--- src/rtl/conv1d_mem_arbiter.sv ---
`default_nettype none
// +--------------------------------------------------------------------------+
// | conv1d_mem_arbiter: shares the conv1d SRAM between external port and     |
// | accelerator. Optional CONV1D_ARB_PERF_EN adds conflict_cnt_o.  Rev 1.0   |
// +--------------------------------------------------------------------------+
module conv1d_mem_arbiter #(
   parameter int NUM_WORDS    = 128,
   parameter int DATA_WIDTH   = 32,
   parameter int MAX_EXT_WAIT = 4,
   localparam int AW = $clog2(NUM_WORDS),
   localparam int BW = DATA_WIDTH / 8,
   localparam int WW = $clog2(MAX_EXT_WAIT + 1)
) (
   input  logic                  clk_i,
   input  logic                  rst_i,
   input  logic                  ext_req_i,
   input  logic                  ext_we_i,
   input  logic [BW-1:0]         ext_be_i,
   input  logic [AW-1:0]         ext_addr_i,
   input  logic [DATA_WIDTH-1:0] ext_wdata_i,
   output logic                  ext_gnt_o,
   output logic                  ext_rvalid_o,
   output logic [DATA_WIDTH-1:0] ext_rdata_o,
   input  logic                  acc_req_i,
   input  logic                  acc_we_i,
   input  logic [BW-1:0]         acc_be_i,
   input  logic [AW-1:0]         acc_addr_i,
   input  logic [DATA_WIDTH-1:0] acc_wdata_i,
   output logic                  acc_gnt_o,
   output logic                  acc_rvalid_o,
   output logic [DATA_WIDTH-1:0] acc_rdata_o,
   input  logic                  acc_lock_i,
   output logic                  lock_ack_o,
   output logic                  mem_req_o,
   output logic                  mem_we_o,
   output logic [BW-1:0]         mem_be_o,
   output logic [AW-1:0]         mem_addr_o,
   output logic [DATA_WIDTH-1:0] mem_wdata_o,
   input  logic [DATA_WIDTH-1:0] mem_rdata_i,
   output logic                  busy_o
`ifdef CONV1D_ARB_PERF_EN
  ,output logic [31:0]           conflict_cnt_o
`endif
);

   typedef enum logic [1:0] {
      ST_SHARED = 2'd0,
      ST_DRAIN  = 2'd1,
      ST_LOCKED = 2'd2
   } state_t;

   localparam logic [WW-1:0] WAIT_MAX = WW'(MAX_EXT_WAIT);

   state_t        state_q, state_d;
   logic [WW-1:0] ext_wait_q, ext_wait_d;
   logic          ext_rv_q, ext_rv_d;
   logic          acc_rv_q, acc_rv_d;
   logic          ext_gnt, acc_gnt;

   always_comb begin
      ext_gnt    = 1'b0;
      acc_gnt    = 1'b0;
      state_d    = state_q;
      ext_wait_d = ext_wait_q;
      case (state_q)
         ST_SHARED: begin
            if (ext_req_i && acc_req_i) begin
               if (ext_wait_q >= WAIT_MAX) ext_gnt = 1'b1;
               else                        acc_gnt = 1'b1;
            end else begin
               ext_gnt = ext_req_i;
               acc_gnt = acc_req_i;
            end
            if (ext_req_i && !ext_gnt)
               ext_wait_d = (ext_wait_q >= WAIT_MAX) ? WAIT_MAX : ext_wait_q + 1'b1;
            else
               ext_wait_d = '0;
            if (acc_lock_i) state_d = ST_DRAIN;
         end
         ST_DRAIN: begin
            acc_gnt = acc_req_i;
            state_d = acc_lock_i ? ST_LOCKED : ST_SHARED;
         end
         ST_LOCKED: begin
            acc_gnt = acc_req_i;
            if (!acc_lock_i) state_d = ST_SHARED;
         end
         default: state_d = ST_SHARED;
      endcase
      // Grants are combinational, so reset must suppress them in the same cycle.
      if (rst_i) begin
         ext_gnt = 1'b0;
         acc_gnt = 1'b0;
      end
      ext_rv_d = ext_gnt;
      acc_rv_d = acc_gnt;
   end

   always_comb begin
      mem_req_o   = ext_gnt | acc_gnt;
      mem_we_o    = 1'b0;
      mem_be_o    = '0;
      mem_addr_o  = '0;
      mem_wdata_o = '0;
      if (ext_gnt) begin
         mem_we_o    = ext_we_i;
         mem_be_o    = ext_be_i;
         mem_addr_o  = ext_addr_i;
         mem_wdata_o = ext_wdata_i;
      end else if (acc_gnt) begin
         mem_we_o    = acc_we_i;
         mem_be_o    = acc_be_i;
         mem_addr_o  = acc_addr_i;
         mem_wdata_o = acc_wdata_i;
      end
   end

   always_ff @(posedge clk_i) begin
      if (rst_i) begin
         state_q    <= ST_SHARED;
         ext_wait_q <= '0;
         ext_rv_q   <= 1'b0;
         acc_rv_q   <= 1'b0;
      end else begin
         state_q    <= state_d;
         ext_wait_q <= ext_wait_d;
         ext_rv_q   <= ext_rv_d;
         acc_rv_q   <= acc_rv_d;
      end
   end

   assign ext_gnt_o    = ext_gnt;
   assign acc_gnt_o    = acc_gnt;
   assign ext_rvalid_o = ext_rv_q & ~rst_i;
   assign acc_rvalid_o = acc_rv_q & ~rst_i;
   assign ext_rdata_o  = ext_rvalid_o ? mem_rdata_i : '0;
   assign acc_rdata_o  = acc_rvalid_o ? mem_rdata_i : '0;
   assign lock_ack_o   = (state_q == ST_LOCKED) & ~rst_i;
   assign busy_o       = ((ext_rv_q | acc_rv_q) & ~rst_i) | mem_req_o;

`ifdef CONV1D_ARB_PERF_EN
   logic [31:0] conflict_cnt_q, conflict_cnt_d;
   logic        stall;

   always_comb begin
      stall          = (state_q == ST_SHARED) ? (ext_req_i & acc_req_i) : ext_req_i;
      conflict_cnt_d = conflict_cnt_q;
      if (stall && (conflict_cnt_q != 32'hFFFF_FFFF))
         conflict_cnt_d = conflict_cnt_q + 32'd1;
   end

   always_ff @(posedge clk_i) begin
      if (rst_i) conflict_cnt_q <= '0;
      else       conflict_cnt_q <= conflict_cnt_d;
   end

   assign conflict_cnt_o = rst_i ? 32'd0 : conflict_cnt_q;
`endif

endmodule
`default_nettype wire
--- config.mk ---
export PLATFORM = sky130hd
export DESIGN_NAME = conv1d_mem_arbiter
export DESIGN_NICKNAME = d
export VERILOG_FILES = /design/src/rtl/conv1d_mem_arbiter.sv
export SDC_FILE = /design/constraint.sdc
export NUM_CORES = 1
export LEC_CHECK = 0
export ABC_AREA = 1
export CAP_MARGIN = 10
export CORE_AREA = 2 2 93 95
export DETAILED_ROUTE_END_ITERATION = 7
export DIE_AREA = 0 0 95 97
export GPL_TIMING_DRIVEN = 0
export PLACE_DENSITY = 0.76
export SLEW_MARGIN = 20
export SYNTH_ARGS = -nofsm -noshare
export SYNTH_HDL_FRONTEND = slang
export SYNTH_SLANG_ARGS = --single-unit
--- constraint.sdc ---
create_clock -name clk_i -period 2.25 [get_ports clk_i]
set_clock_uncertainty 0.2 [all_clocks]
set_input_delay 0.45 -clock clk_i [delete_from_list [all_inputs] [get_ports clk_i]]
set_output_delay 0.45 -clock clk_i [all_outputs]
set_load 0.05 [all_outputs]
# Word-level counts from Yosys, hierarchy flattened
# Cells that the tools add are included.
[op_classes]
n_lt_le_gt_ge = 1
muxes = 25
n_reduce_logical = 6
shift = 0
n_div = 0
n_bitwise = 8
addsub = 1
eq_ne = 4
multipliers = 0
[ops]
columns = ["op", "n"]
rows = [
  ["2-to-1 mux 32 bit", 4],
  ["2-to-1 mux 7 bit", 2],
  ["2-to-1 mux 1 bit", 10],
  ["2-to-1 mux 4 bit", 2],
  ["2-to-1 mux 2 bit", 3],
  ["2-to-1 mux 3 bit", 2],
  ["case mux 2 bit (3 select lines)", 1],
  ["bitwise AND 1 bit", 4],
  ["inequality test 2 bit (second input constant)", 2],
  ["adder 3 x 1 -> 3 bit (second input constant)", 1],
  ["greater-or-equal comparator 3 bit (second input constant)", 1],
  ["OR 1 bit", 3],
  ["== test 2 x 1 -> 1 bit (second input constant)", 1],
  ["== test 2 bit (second input constant)", 1],
  ["logical AND 1 bit", 2],
  ["logical NOT 2 bit", 1],
  ["case mux 1 bit (2 select lines)", 1],
  ["AND reduction 2 bit", 1],
  ["OR reduction 2 bit", 1],
  ["logical NOT 1 bit", 1],
  ["NOT 1 bit", 1],
]
[word_totals]
ramBits = 0
regBits = 7
latchBits = 0
inputBits = 125
mem_bits_ro = 0
word_cells = 49
mem_count = 0

# Depth between registers and ports, before layout
# Gate-level depths: netlist of the first run.
[logic_depth]
depth_word = 8
ltp_mapped = 9
depth_no_buf = 8

# Worst setup path after synthesis of the first run
# OpenSTA, ideal clock, no wires.
[synth_timing]
kind = "flip-flop to output port"
from = "register state_q[0]"
to = "output mem_addr_o[6]"
t_arrival_ns = 2.114
path_buffers = 1
required_time_ns = 1.600
stages_incl_launch_ff = 9
path_slack_ns = -0.514
path_cell_list = "dfxtp_1 > inv_1 > ha_1 > nand2_1 > inv_1 > nand3_2 > buf_6 > nand2_1 > o21ai_0"
[synth_between]
elab_chain_len = 6
[synth_rtl]
columns = ["item", "line_no", "text"]
rows = [
  ["start, declared", "54", "state_t state_q, state_d;"],
  ["start signal, assigned", "125", "state_q <= state_d;"],
  ["== test 2 bit or == test 2 x 1 -> 1 bit (tied branches)", "65", "case (state_q)"],
  ["OR reduction 2 bit (no source line)", "-", ""],
  ["case mux 1 bit (2 select lines)", "65", ""],
  ["2-to-1 mux 1 bit", "91", "if (rst_i) begin"],
  ["2-to-1 mux 7 bit", "110", "end else if (acc_gnt) begin"],
  ["2-to-1 mux 7 bit (*)", "105", "if (ext_gnt) begin"],
  ["end, declared", "37", "output logic [AW-1:0] mem_addr_o,"],
]
# Mark *: on every way between the ends. The rest lies on a longest branch, timed or not.

# Worst setup path after layout of the first run
[layout_timing]
from = "register state_q[1]"
to = "output mem_wdata_o[0]"
[layout_between]
elab_chain_len = 6
[layout_rtl]
columns = ["item", "line_no", "text"]
rows = [
  ["== test 2 bit or == test 2 x 1 -> 1 bit (tied branches)", "65", ""],
  ["OR reduction 2 bit (no source line)", "-", ""],
  ["case mux 1 bit (2 select lines)", "65", ""],
  ["2-to-1 mux 1 bit", "91", ""],
  ["2-to-1 mux 32 bit", "110", ""],
  ["2-to-1 mux 32 bit (*)", "105", ""],
  ["end, declared", "38", "output logic [DATA_WIDTH-1:0] mem_wdata_o,"],
]
# Marks and branches as above.

==> results of run 1 <==
-- Yosys cell counts --
library cell / instances / area, um^2
inv_2: 2 / 7.51
nand2_1: 104 / 390
nand3_2: 1 / 10.0
a21oi_1: 4 / 20.0
nor2_1: 68 / 255
dfxtp_1: 7 / 140
o21ai_2: 16 / 140
or2_2: 1 / 6.26
o21ai_1: 21 / 105
nand3_1: 3 / 15.0
clkbuf_2: 2 / 10.0
inv_1: 46 / 173
buf_6: 7 / 78.8
nand2_2: 1 / 6.26
nand4_1: 1 / 6.26
nor2_2: 1 / 6.26
buf_2: 11 / 55.1
o21ai_0: 8 / 40.0
ha_1: 7 / 87.6
-- worst paths after layout --
kind / startpoint / to / slack, ns
worst max-delay path: state_q[1] / mem_wdata_o[0] / -0.14
worst min-delay path: ext_wait_q[1] / ext_wait_q[1] / 0.29
worst max register to register: state_q[1] / state_q[0] / 0.73
worst min register to register: ext_wait_q[1] / ext_wait_q[1] / 0.29
-- power groups by stage --
| stage | logic [mW] | registers [mW] | clock network, mW |
|---|---|---|---|
| after global placement | 1.04 | 0.141 | 0 |
| final | 1.28 | 0.140 | 0.186 |
| after detailed placement | 1.05 | 0.142 | 0 |
| after global routing | 1.34 | 0.141 | 0.200 |
| after CTS | 1.24 | 0.139 | 0.182 |
| after floorplan | 0.596 | 0.140 | 0 |
-- registers in the layout, summed over array words and instances (netlist names) --
name,flops
acc_rv_q,1
ext_rv_q,1
ext_wait_q,3
state_q,2
-- routing by layer --
| metal | wire length [um] | track usage [%] | share of wire [%] | vias to the layer above |
|---|---|---|---|---|
| li1 | - | - | - | 1467 |
| met1 | 3340 | 20.1 | 34 | 1359 |
| met2 | 5390 | 38.6 | 55 | 136 |
| met3 | 742 | 3.58 | 7.6 | 28 |
| met4 | 276 | 5.46 | 2.8 | 0 |
| met5 | 0 | 0 | 0 | - |
-- per-stage QoR --
step	setup TNS, ns	cell area, um^2	hold WS [ns]	worst slack, ns
5_1_grt	-7.58	4850	0.313	-0.210
6_report	-4.23	4850	0.288	-0.143
3_5_place_dp	-103.80	4190	0.283	-1.08
3_3_place_gp	-102.81	4190	0.274	-1.09
2_1_floorplan	-0.0821	1660	0.251	-0.0821
4_1_cts	-4.50	5030	0.287	-0.151
-- repair_timing --
| item | in CTS | in global routing |
|---|---|---|
| gates cloned | 7 | 1 |
| setup buffers | 22 | 3 |
| hold endpoints to repair | 0 | 0 |
| gates resized for setup | 639 | 167 |
| pin swaps | 19 | 11 |
| setup endpoints to repair | 115 | 107 |
-- final cells by class --
class,count,area (um^2)
Fill cell,714,3280
Clock buffer,4,45.0
Tap cell,105,131
Buffer,18,241
Sequential cell,7,145
Timing Repair Buffer,268,2550
Inverter,48,214
Multi-Input combinational cell,236,1530
-- worst max-delay path, cell delays in order (launching register included) --
cell       delay [ns]
dfxtp_2          0.35
inv_2            0.06
ha_4             0.17
nand2_2          0.08
inv_2            0.04
nand3_4          0.10
buf_12           0.14
clkinv_16        0.07
buf_8            0.13
buf_6            0.11
nand2_2          0.05
o21ai_2          0.05
buf_6            0.15
-- kinds of logic after synthesis --
kind of cell | after synthesis
AND/OR/NAND/NOR | 180
adder cells (fa/ha/maj) | 7
flip-flops | 7
buffers and inverters | 68
AO/OA/AOI/OAI | 49
==> qor.txt, run 1 <==
Vias per std cell: 4.36
R2R depth: 7
CTS clk-pin slew, worst paths: 0.04 ns
Clock buffer depth: 2
Syn Area/Cell: 4.99 um^2
PwrDens: 330 mW/mm^2
Arr. time, crit path: 1.74 ns
Detailed-route wire length: 9.74 mm
Pleak: 2.54 nW
Unrepaired setup endpoints after global routing: true
Flop pwr share: 8.7%
Most common cell after layout, fill and taps aside: clkdlybuf4s50_1
Max Cap Viol: 0
# IOs: 240
Tcrit/Tclk final: 106%
First-pass GRT wire length: 14.5 mm
Dpl cells: 655
Slew margin rel.: 66.1%
Most frequent cells in the layout: 121 x clkdlybuf4s50_1, 68 x nor2_1, 62 x buf_2
Initial Util: 19.1%
WHS Path Cells: 2
Cell Area, Synth: 0.00155 mm^2
Non-filler instance count after layout: 686
Routed Antenna Nets: 0
Full die area: 0.00922 mm^2
Core ar.: 0.00813 mm^2
Final core occ: 59.7%
All-layer global routing usage: 19.5%
Clock power frac: 11.6%
Final net count: 714
Final Hold Fails: 0
Yosys reg bits: 7
1st-iter DRT viols: 62
Final global-route overflow total: 0
Worst-skew pair later-pin latency: 0.23 ns
Num rows: 33
Logic pwr share: 79.7%
CTS H-tree depth: 1
Syn nets: 443
CP required: 1.60 ns
Drt drc: 0
Main combinational cell family by area after synthesis: simple AND/OR/NAND/NOR gates
CTS tree: built
ANT cells: 0
Post-Synth Adder-Cell Area: 5.64%
Post-synthesis sequential area ratio: 9.02%
Detailed Place HPWL: 7.02 mm
Synth Area in XOR/XNOR: 0%
Startpoint types: register
Hold WC Path Type: register to register
Clk sinks: 7
Vias in the first global route: 3168
Fmax: 0.418 GHz
Die Span Y: 97 um
Area grow syn2layout: 213%
Die Span X: 95 um
Hold-fix buffers at CTS: 0
Final Setup Violations: 45
Yosys warns: 0
Slew of the pin with the lowest slew margin: 0.511 ns
Switching power: 776 uW
DR vias: 2990
Largest net degree at the start of global routing: 11
Unique masters post-synth: 19
Worst setup EP type: output pin
Wire per inst: 14.2 um
DR pass1 iterations: 4
Simple-Gate Fraction of Synth Area: 44.8%
Max Fanout on Critical Path: 9
Num CTS Buffers: 3
Overall Power: 1.60 mW
GPL Wtd Cong: 0.753
Worst Slack Setup Final: -0.143 ns
CP Class: register to output pin
Mux contribution to synthesized area: 0%
Sw frac: 48.4%
Number of port buffers: 239
Initial antenna violation count: 0
IR drop worst, VDD: 0.199 mV
Root buf cell: clkbuf_8
Failing checks: negative setup slack
Synth Area in Compound Gates: 19.7%
Share of layout cells above drive strength 1: 46.3%
Fin crit period: 2.39 ns
Internal power: 828 uW
Fin. max-slew vios: 0
Status: finished with violations
Synth Instances: 311
No activity file was read; power rests on OpenSTA's default activity.
==> run 2: changes to the inputs <==
CTS_CLUSTER_DIAMETER = 40   (was unset)
==> results of run 2 <==
Final layout, timing and power as in run 1 (identical DEF).
